$ cat src/rtl/spi_slave_dx_if.sv
`default_nettype none
// ============================================================================
// Module   : spi_slave_dx_if
// Brief    : Pin and parallel-side bundle of the SPI target.
// Revision : 1.0 - initial release
// ============================================================================
interface spi_slave_dx_if #(
    parameter int DATA_W = 8
);
    logic [1:0]        spi_mode;
    logic              load;
    logic [DATA_W-1:0] p_dat;
    logic              sclk;
    logic              cs_n;
    logic              mosi;
    logic              miso;
    logic              miso_oe;
    logic [DATA_W-1:0] rcvd_dat;
    logic              sdone;
    logic              busy;
    logic              tx_ovr;
    logic              rx_err;

    modport slave (
        input  spi_mode, load, p_dat, sclk, cs_n, mosi,
        output miso, miso_oe, rcvd_dat, sdone, busy, tx_ovr, rx_err
    );

    modport master (
        output spi_mode, load, p_dat, sclk, cs_n, mosi,
        input  miso, miso_oe, rcvd_dat, sdone, busy, tx_ovr, rx_err
    );
endinterface
`default_nettype wire

$ cat src/rtl/spi_slave_dx.sv
`default_nettype none
// ============================================================================
// Module   : spi_slave_dx
// Brief    : Full-duplex SPI target, all four modes, oversampled by clk.
// Revision : 1.0 - initial release
// ============================================================================
module spi_slave_dx #(
    parameter int DATA_W      = 8,
    parameter int SYNC_STAGES = 2
) (
    input  logic          clk,
    input  logic          rst,
    spi_slave_dx_if.slave bus
);

    localparam int                 c_CNT_W     = $clog2(DATA_W) + 1;
    localparam logic [c_CNT_W-1:0] c_LAST      = c_CNT_W'(DATA_W - 1);
    localparam logic [c_CNT_W-1:0] c_ONE       = c_CNT_W'(1);
    localparam logic [0:0]         c_ST_IDLE   = 1'b0;
    localparam logic [0:0]         c_ST_ACTIVE = 1'b1;

    logic [SYNC_STAGES-1:0] r_sclk_sync;
    logic [SYNC_STAGES-1:0] r_cs_sync;
    logic [SYNC_STAGES-1:0] r_mosi_sync;
    logic                   r_sclk_prev;
    logic                   r_cs_prev;

    logic                   w_sclk;
    logic                   w_cs_n;
    logic                   w_mosi;
    logic                   w_rise;
    logic                   w_fall;
    logic                   w_cs_fall;

    logic [0:0]             r_state;
    logic [0:0]             w_state_nxt;
    logic                   w_active;

    logic [1:0]             r_mode;
    logic [DATA_W-1:0]      r_tx_buf;
    logic [DATA_W-1:0]      r_tx_shift;
    logic [DATA_W-2:0]      r_rx_shift;
    logic [DATA_W-1:0]      w_rx_next;
    logic [DATA_W-1:0]      r_rcvd;
    logic [c_CNT_W-1:0]     r_cnt;

    logic                   w_sample;
    logic                   w_shift;
    logic                   w_complete;

    logic                   r_sdone;
    logic                   r_rx_err;
    logic                   r_tx_ovr;
    logic                   w_busy;
    logic                   w_miso_oe;
    logic                   w_miso;

    // Sync flops clear to 0 so a cs_n already low when reset releases is not
    // mistaken for a fresh select; the master must deselect first.
    always_ff @(posedge clk) begin
        if (rst) begin
            r_sclk_sync <= '0;
            r_cs_sync   <= '0;
            r_mosi_sync <= '0;
            r_sclk_prev <= 1'b0;
            r_cs_prev   <= 1'b0;
        end else begin
            r_sclk_sync <= {r_sclk_sync[SYNC_STAGES-2:0], bus.sclk};
            r_cs_sync   <= {r_cs_sync[SYNC_STAGES-2:0], bus.cs_n};
            r_mosi_sync <= {r_mosi_sync[SYNC_STAGES-2:0], bus.mosi};
            r_sclk_prev <= r_sclk_sync[SYNC_STAGES-1];
            r_cs_prev   <= r_cs_sync[SYNC_STAGES-1];
        end
    end

    assign w_sclk    = r_sclk_sync[SYNC_STAGES-1];
    assign w_cs_n    = r_cs_sync[SYNC_STAGES-1];
    assign w_mosi    = r_mosi_sync[SYNC_STAGES-1];
    assign w_rise    = w_sclk & ~r_sclk_prev;
    assign w_fall    = ~w_sclk & r_sclk_prev;
    assign w_cs_fall = ~w_cs_n & r_cs_prev;
    assign w_active  = (r_state == c_ST_ACTIVE);

    // Modes 0 and 3 (CPOL == CPHA) sample on rising sclk, modes 1 and 2 on falling.
    assign w_sample   = w_active & ((r_mode[1] == r_mode[0]) ? w_rise : w_fall);
    assign w_shift    = w_active & ((r_mode[1] == r_mode[0]) ? w_fall : w_rise);
    assign w_rx_next  = {r_rx_shift, w_mosi};
    assign w_complete = w_sample & (r_cnt == c_LAST);

    always_ff @(posedge clk) begin
        if (rst) begin
            r_state <= c_ST_IDLE;
        end else begin
            r_state <= w_state_nxt;
        end
    end

    always_comb begin
        w_state_nxt = r_state;
        case (r_state)
            c_ST_IDLE:   if (w_cs_fall) w_state_nxt = c_ST_ACTIVE;
            c_ST_ACTIVE: if (w_cs_n)    w_state_nxt = c_ST_IDLE;
            default:     w_state_nxt = c_ST_IDLE;
        endcase
    end

    always_comb begin
        w_busy    = 1'b0;
        w_miso_oe = 1'b0;
        w_miso    = 1'b0;
        if (r_state == c_ST_ACTIVE) begin
            w_busy    = 1'b1;
            w_miso_oe = 1'b1;
            w_miso    = r_tx_shift[DATA_W-1];
        end
    end

    // Shift edges only advance tx_shift once a bit has been sampled in the
    // current frame: this skips the CPHA=1 leading edge and the CPHA=0
    // trailing edge that follows a completed frame and its reload.
    always_ff @(posedge clk) begin
        if (rst) begin
            r_mode     <= 2'b00;
            r_tx_buf   <= '0;
            r_tx_shift <= '0;
            r_rx_shift <= '0;
            r_rcvd     <= '0;
            r_cnt      <= '0;
            r_sdone    <= 1'b0;
            r_rx_err   <= 1'b0;
            r_tx_ovr   <= 1'b0;
        end else begin
            r_sdone  <= 1'b0;
            r_rx_err <= 1'b0;
            r_tx_ovr <= bus.load & w_active;
            if (!w_active) begin
                if (bus.load) begin
                    r_tx_buf <= bus.p_dat;
                end
                if (w_cs_fall) begin
                    r_mode     <= bus.spi_mode;
                    r_tx_shift <= r_tx_buf;
                    r_rx_shift <= '0;
                    r_cnt      <= '0;
                end
            end else if (w_cs_n) begin
                if (w_complete) begin
                    r_rcvd  <= w_rx_next;
                    r_sdone <= 1'b1;
                end else if ((r_cnt != '0) || w_sample) begin
                    r_rx_err <= 1'b1;
                end
                r_cnt <= '0;
            end else if (w_sample) begin
                if (w_complete) begin
                    r_rcvd     <= w_rx_next;
                    r_sdone    <= 1'b1;
                    r_cnt      <= '0;
                    r_tx_shift <= r_tx_buf;
                end else begin
                    r_rx_shift <= w_rx_next[DATA_W-2:0];
                    r_cnt      <= r_cnt + c_ONE;
                end
            end else if (w_shift && (r_cnt != '0)) begin
                r_tx_shift <= {r_tx_shift[DATA_W-2:0], 1'b0};
            end
        end
    end

    assign bus.miso     = w_miso;
    assign bus.miso_oe  = w_miso_oe;
    assign bus.busy     = w_busy;
    assign bus.rcvd_dat = r_rcvd;
    assign bus.sdone    = r_sdone;
    assign bus.rx_err   = r_rx_err;
    assign bus.tx_ovr   = r_tx_ovr;

endmodule
`default_nettype wire

$ cat src/flat_wrapper.sv
// flat-port wrapper written by rule: the top's interface ports become plain ports
module spi_slave_dx_flat 
#(
    parameter int DATA_W      = 8,
    parameter int SYNC_STAGES = 2
)
  (clk, rst, bus_spi_mode, bus_load, bus_p_dat, bus_sclk, bus_cs_n, bus_mosi, bus_miso, bus_miso_oe, bus_rcvd_dat, bus_sdone, bus_busy, bus_tx_ovr, bus_rx_err);
  spi_slave_dx_if #(.DATA_W(DATA_W)) bus_i ();
  input  logic clk;
  input  logic rst;
  input wire logic [$bits(bus_i.spi_mode)-1:0] bus_spi_mode;
  input wire logic [$bits(bus_i.load)-1:0] bus_load;
  input wire logic [$bits(bus_i.p_dat)-1:0] bus_p_dat;
  input wire logic [$bits(bus_i.sclk)-1:0] bus_sclk;
  input wire logic [$bits(bus_i.cs_n)-1:0] bus_cs_n;
  input wire logic [$bits(bus_i.mosi)-1:0] bus_mosi;
  output wire logic [$bits(bus_i.miso)-1:0] bus_miso;
  output wire logic [$bits(bus_i.miso_oe)-1:0] bus_miso_oe;
  output wire logic [$bits(bus_i.rcvd_dat)-1:0] bus_rcvd_dat;
  output wire logic [$bits(bus_i.sdone)-1:0] bus_sdone;
  output wire logic [$bits(bus_i.busy)-1:0] bus_busy;
  output wire logic [$bits(bus_i.tx_ovr)-1:0] bus_tx_ovr;
  output wire logic [$bits(bus_i.rx_err)-1:0] bus_rx_err;
  assign bus_i.spi_mode = bus_spi_mode;
  assign bus_i.load = bus_load;
  assign bus_i.p_dat = bus_p_dat;
  assign bus_i.sclk = bus_sclk;
  assign bus_i.cs_n = bus_cs_n;
  assign bus_i.mosi = bus_mosi;
  assign bus_miso = bus_i.miso;
  assign bus_miso_oe = bus_i.miso_oe;
  assign bus_rcvd_dat = bus_i.rcvd_dat;
  assign bus_sdone = bus_i.sdone;
  assign bus_busy = bus_i.busy;
  assign bus_tx_ovr = bus_i.tx_ovr;
  assign bus_rx_err = bus_i.rx_err;
  spi_slave_dx #(.DATA_W(DATA_W), .SYNC_STAGES(SYNC_STAGES)) u_core (.clk(clk), .rst(rst), .bus(bus_i));
endmodule
$ cat config.mk
export PLATFORM = sky130hd
export DESIGN_NAME = spi_slave_dx_flat
export DESIGN_NICKNAME = d
export VERILOG_FILES = /design/src/rtl/spi_slave_dx_if.sv /design/src/rtl/spi_slave_dx.sv /design/src/flat_wrapper.sv
export SDC_FILE = /design/constraint.sdc
export NUM_CORES = 1
export LEC_CHECK = 0
export CORE_ASPECT_RATIO = 1.5
export CORE_MARGIN = 4
export CORE_UTILIZATION = 55
export CTS_CLUSTER_DIAMETER = 60
export DETAILED_ROUTE_END_ITERATION = 6
export DONT_BUFFER_PORTS = 1
export PLACE_DENSITY = 0.73
export REMOVE_ABC_BUFFERS = 1
export SYNTH_ARGS = -nofsm -noshare
export SYNTH_HDL_FRONTEND = slang
export SYNTH_SLANG_ARGS = --single-unit
$ cat constraint.sdc
create_clock -name clk -period 1.73 [get_ports clk]
set_input_delay 0.346 -clock clk [delete_from_list [all_inputs] [get_ports clk]]
set_output_delay 0.346 -clock clk [all_outputs]
set_load 0.01 [all_outputs]
# After elaboration in Yosys (flattened, before gate mapping)
# Cells that the tools add are included.
[totals] memories=0 romBits=0 out_inout_bits=14 wordCells=78 mem_bits_rw=0 latch_bits=0 ff_bits=49
[classes] n_reduce_logical=13 div=0 n_addsub=1 n_eq_ne=8 n_lt_le_gt_ge=0 bitwise=11 n_shift=0 n_mul=0 mux=30
[ops] cell="2-to-1 mux 8 bit" count=9
[ops] cell="2-to-1 mux 7 bit" count=5
[ops] cell="2-to-1 mux 4 bit" count=5
[ops] cell="2-to-1 mux 1 bit" count=10
[ops] cell="AND reduction 2 bit" count=4
[ops] cell="AND reduction 4 bit" count=2
[ops] cell="AND 1 bit" count=7
[ops] cell="!= test 2 bit, second input constant" count=3
[ops] cell="!= test 3 bit, second input constant" count=2
[ops] cell="adder 4 x 1 -> 4 bit, second input constant" count=1
[ops] cell="== test 4 x 3 -> 1 bit, second input constant" count=1
[ops] cell="NOT 1 bit" count=4
[ops] cell="nonzero test 2 bit" count=2
[ops] cell="nonzero test 4 bit" count=1
[ops] cell="OR reduction 4 bit" count=1
[ops] cell="!= test 3 x 2 -> 1 bit, second input constant" count=1
[ops] cell="case mux 1 bit (2 select lines)" count=1
[ops] cell="OR reduction 2 bit" count=1
[ops] cell="== test 1 bit" count=1
[ops] cell="logical AND 1 bit" count=1
[ops] cell="logical OR 1 bit" count=1

# Depth between registers and ports, before layout
[logic_depth] depth_word=9 depth_mapped=7

# Worst setup path after synthesis
# No wires, ideal clock.
[synth_timing] kind="flip-flop to flip-flop" startpoint="register u_core.r_mode[1]" endpoint="register u_core.r_tx_shift[1]" path_buffers=1 t_arrival_ns=1.649 setup_slack_ns=-0.010 required_ns=1.639 stages_incl_launch_ff=7 setup_time_ns=0.091 period_less_slack_ns=1.740 path_cell_list="dfxtp_1 -> xor2_2 -> mux2i_2 -> o221ai_2 -> and2_1 -> buf_6 -> a311oi_1"
[synth_between] elab_chain_cells=6 word_cells_on_any_way=13 cone_classes="eq/ne (3); mux (5); bitwise (3); reduce/logical (2)"
[synth_rtl] element="from (decl)" line="spi_slave_dx.sv:39" source="logic [1:0] r_mode;"
[synth_rtl] element="from (signal assigned)" line="spi_slave_dx.sv:141" source="r_mode <= bus.spi_mode;"
[synth_rtl] element="== test 1 bit *" line="spi_slave_dx.sv:85, spi_slave_dx.sv:86"
[synth_rtl] element="2-to-1 mux 1 bit, on equally long branches" line="spi_slave_dx.sv:85, spi_slave_dx.sv:86"
[synth_rtl] element="AND 1 bit, on equally long branches" line="spi_slave_dx.sv:85, spi_slave_dx.sv:86"
[synth_rtl] element="AND 1 bit (tied with other cells)" line="spi_slave_dx.sv:88" source="assign w_complete = w_sample & (r_cnt == c_LAST);"
[synth_rtl] element="!= test 3 bit (no line) or 2-to-1 mux 8 bit (tied branches)"
[synth_rtl] element="AND reduction 4 bit (no line) or 2-to-1 mux 8 bit (tied branches)"
[synth_rtl] element="to (signal assigned)" line="spi_slave_dx.sv:142" source="r_tx_shift <= r_tx_buf;"
[synth_rtl] element="to (signal assigned)" line="spi_slave_dx.sv:159" source="r_tx_shift <= r_tx_buf;"
[synth_rtl] element="to (signal assigned)" line="spi_slave_dx.sv:165" source="r_tx_shift <= {r_tx_shift[DATA_W-2:0], 1'b0};"
[synth_rtl] element="to (decl)" line="spi_slave_dx.sv:41" source="logic [DATA_W-1:0] r_tx_shift;"
# Mark *: on every way between the ends. The rest lies on a longest branch, timed or not. The select of a mux whose other input is x is not followed.
# A chain may end at the register's enable or synchronous reset.

# Final worst setup path
[layout_timing] startpoint="register u_core.r_mode[1]" endpoint="register u_core.r_rx_shift[1]"
[layout_between] elab_chain_cells=6 word_cells_on_any_way=7 cone_classes="eq/ne (3); mux (1); bitwise (2); reduce/logical (1)"
[layout_rtl] element="== test 1 bit *" line="spi_slave_dx.sv:85" source="assign w_sample = w_active & ((r_mode[1] == r_mode[0]) ? w_rise : w_fall);"
[layout_rtl] element="2-to-1 mux 1 bit *" line="spi_slave_dx.sv:85"
[layout_rtl] element="AND 1 bit *" line="spi_slave_dx.sv:85"
[layout_rtl] element="AND 1 bit" line="spi_slave_dx.sv:88"
[layout_rtl] element="!= test 2 bit (no line)"
[layout_rtl] element="AND reduction 4 bit (no line) *"
[layout_rtl] element="to (signal assigned)" line="spi_slave_dx.sv:161" source="r_rx_shift <= w_rx_next[DATA_W-2:0];"
[layout_rtl] element="to (decl)" line="spi_slave_dx.sv:42" source="logic [DATA_W-2:0] r_rx_shift;"
# Mark *: on every way between the ends. The rest lies on a longest branch, timed or not.

==> results.md <==
* CP Class: register to register
* DRC at 0
* Routed wire length at 3877 µm
* Die Wd at 56.17 µm
* PwrDens at 900.2 nW/µm²
* Leak pwr at 0.0008428 µW
* Vias/cell at 5.979
* Setup violations, final at 0
* Routability cong. at 0.7810
* Most frequent cells in the layout: dfxtp_1, nor2_1, mux2i_1
* Initial antenna violation count at 0
* MaxCap Viol Count at 0
* Mapped Area at 1914 µm²
* Post-synthesis sequential area ratio at 51.24%
* Hold WC Path Type: input port to register
* Crit path max fanout at 7
* CP most frequent cell: buf_6
* Detailed placer's ending HPWL at 2605 µm
* Yosys reg bits at 49
* Grt ovf at 0
* Fraction of layout cells with a size suffix above 1 at 18.59%
* Int Pwr at 1530 µW
* Crit. End Element: register
* Initial core utilization at 56.58%
* Sequential power share at 59.9%
* Final nets at 217
* # rows at 26
* Die height at 80.26 µm
* Fin util at 64.53%
* Crit-path cells: xor2_4 -> mux2i_4 -> buf_6 -> buf_6 -> nor4_4 -> buf_4 -> a22o_1
* # diodes at 0
* DR vias at 1441
* Clk Latency, worst-skew pair at 0.29 ns
* Pre-CTS setup slack at -0.1622 ns
* Synth warn at 0
* Die area at 4508 µm²
* Worst vdd ir at 0.8209 mV
* Dpl cell area at 1974 µm²
* Core footprint at 3383 µm²
* WP buf/inv at 3
* Worst Path Arrival at 1.88 ns
* Pre-antenna DRT Iters at 4
* Worst slew pin tran at 0.8624 ns
* RSZ-0062 raised after global routing: yes
* Gate Count Post-Synth at 195
* Delay-heaviest family, CP: buffers and inverters
* Io pins at 30
* Inserted Clock Buffers at 5
* First-pass GRT wire length at 6575 µm
* Clk slew on worst S/H paths at 0.08 ns
* Layout Cells excl Fill at 241
* Sw Share at 22.16%
* FMAX at 0.5936 GHz
* Net Switching at 435.5 µW
* Distinct cells, synth at 35
* Final Max Tran Viols at 0
* Combinational Power Share at 6.2%
* R2R depth at 7
* Buffers on Ports at 0
* Final antenna-violating net count at 0
* Final-report hold violation count at 0
* Async set-reset flop share out of synthesis at 0%
* Clock Tree Buf Depth at 2
* Clock sinks at 49
* Startpoint class of the critical path: register
* Slew HR at 42.39%
* Outcome: complete, no violations
* Clk pwr share at 33.8%
* Critical Path Max Stage Delay at 0.37 ns
* Final instance area at 2183 µm²
* Vias in the first global route at 1502
* Clk Tree Root Cell: clkbuf_8
* Area delta synth->final at 14.05%
* Average cell area after synthesis at 9.817 µm²
* TritonCTS clock tree: yes
* CP max-delay cell: dfxtp_4
* Most common cell after layout, fill and taps aside: dfxtp_1
* Main synth FF type: dfxtp_1
* Hold Path Depth at 1
* Number of synthesized flops with an enable pin at 0
* GRT Util Overall at 18.46%
* Largest net degree at the start of global routing at 45
* Worst Skew at 0.005955 ns
* Worst EP required at 1.92 ns
* Post-CTS Hold Fix Bufs at 0
* Minimum clock period at 1.685 ns
* Initial drt markers at 24
* Post-Place Cells at 232
* Setup WS post-layout at 0.04544 ns
* Period utilization at 97.37%
* Routed len/inst at 16.09 µm
* Number of cells on the critical path at 7
* H-tree Lvls at 2
-- cell usage after synthesis, types with 2 or more instances --
cell type / count / area (µm²)
a21o_1: 2 / 15.01
a21oi_1: 12 / 60.06
a22o_1: 7 / 61.31
a311oi_1: 8 / 70.07
and2_1: 2 / 12.51
clkbuf_1: 9 / 33.78
dfxtp_1: 49 / 980.9
ha_1: 2 / 25.02
inv_1: 4 / 15.01
mux2i_1: 19 / 190.2
nand2_1: 11 / 41.29
nand3_1: 9 / 45.04
nor2_1: 26 / 97.59
nor2b_1: 10 / 62.56
nor3_1: 2 / 10.01
o21ai_0: 4 / 20.02
-- sequential cells by signal (all words and copies together) (netlist names), 4 cells and up --
signal / cells
u_core.r_tx_shift: 8
u_core.r_tx_buf: 8
u_core.bus.rcvd_dat: 8
u_core.r_rx_shift: 7
u_core.r_cnt: 4
-- what timing repair did --
action                     CTS  global route
pin swaps                    1             6
setup endpoints to repair   14            28
buffers inserted             2             1
resized for setup            6            22
-- per-stage QoR --
stage,power [µW],setup TNS [ns],hold WS (ns)
after detailed placement,1309,-1.400,0.4188
final,1965,0,0.1040
after global placement,1302,-0.2654,0.4193
after floorplan,1279,-3.387,0.4127
after global routing,2048,-0.2756,0.09017
after CTS,1965,0,0.1040
-- path summary, 6_finish.rpt --
path                        from              endpoint  slack (ns)
min reg2reg  u_core.r_cs_sync[0]   u_core.r_cs_sync[1]        0.44
max             u_core.r_mode[1]  u_core.r_rx_shift[1]        0.05
min                          rst       u_core.r_cnt[1]        0.10
max reg2reg     u_core.r_mode[1]  u_core.r_rx_shift[1]        0.05
-- metal layers --
layer	wire length, µm	up-vias	share of wire (%)	GRT usage [%]
met5	0	-	0	0
met4	93	0	2.4	8.314
met3	248	10	6.4	6.752
met2	2026	48	52	33.14
met1	1509	689	39	18.91
li1	-	694	-	-
-- kinds of logic after synthesis --
group / count (synthesis) / synth area share [%]
and+or+nand+nor: 68 / 17.32
AOI/OAI and AO/OA: 38 / 14.25
adders and majority gates: 2 / 1.307
muxes: 21 / 11.24
xor gates and xnor gates: 1 / 0.8499
buffers and inverters: 16 / 3.790
DFF: 49 / 51.24
-- power by group through the flow --
stage | logic, µW | registers, µW | clock network [µW]
detailed placement | 104 | 1200 | 0
global route | 134 | 1180 | 733
finish | 123 | 1180 | 665
CTS | 111 | 1180 | 676
floorplan | 77.6 | 1200 | 0
global placement | 98.5 | 1200 | 0
-- cell type report --
class / instances / area, µm²
multi-input cells: 130 / 942.2
inverters: 4 / 15.01
flip-flops and latches: 49 / 992.2
clock buffers: 6 / 82.58
clock inverters: 1 / 7.507
well taps: 42 / 52.55
repair buffers: 9 / 91.34
fillers: 286 / 1200
Power figures use the tool's default switching activity.
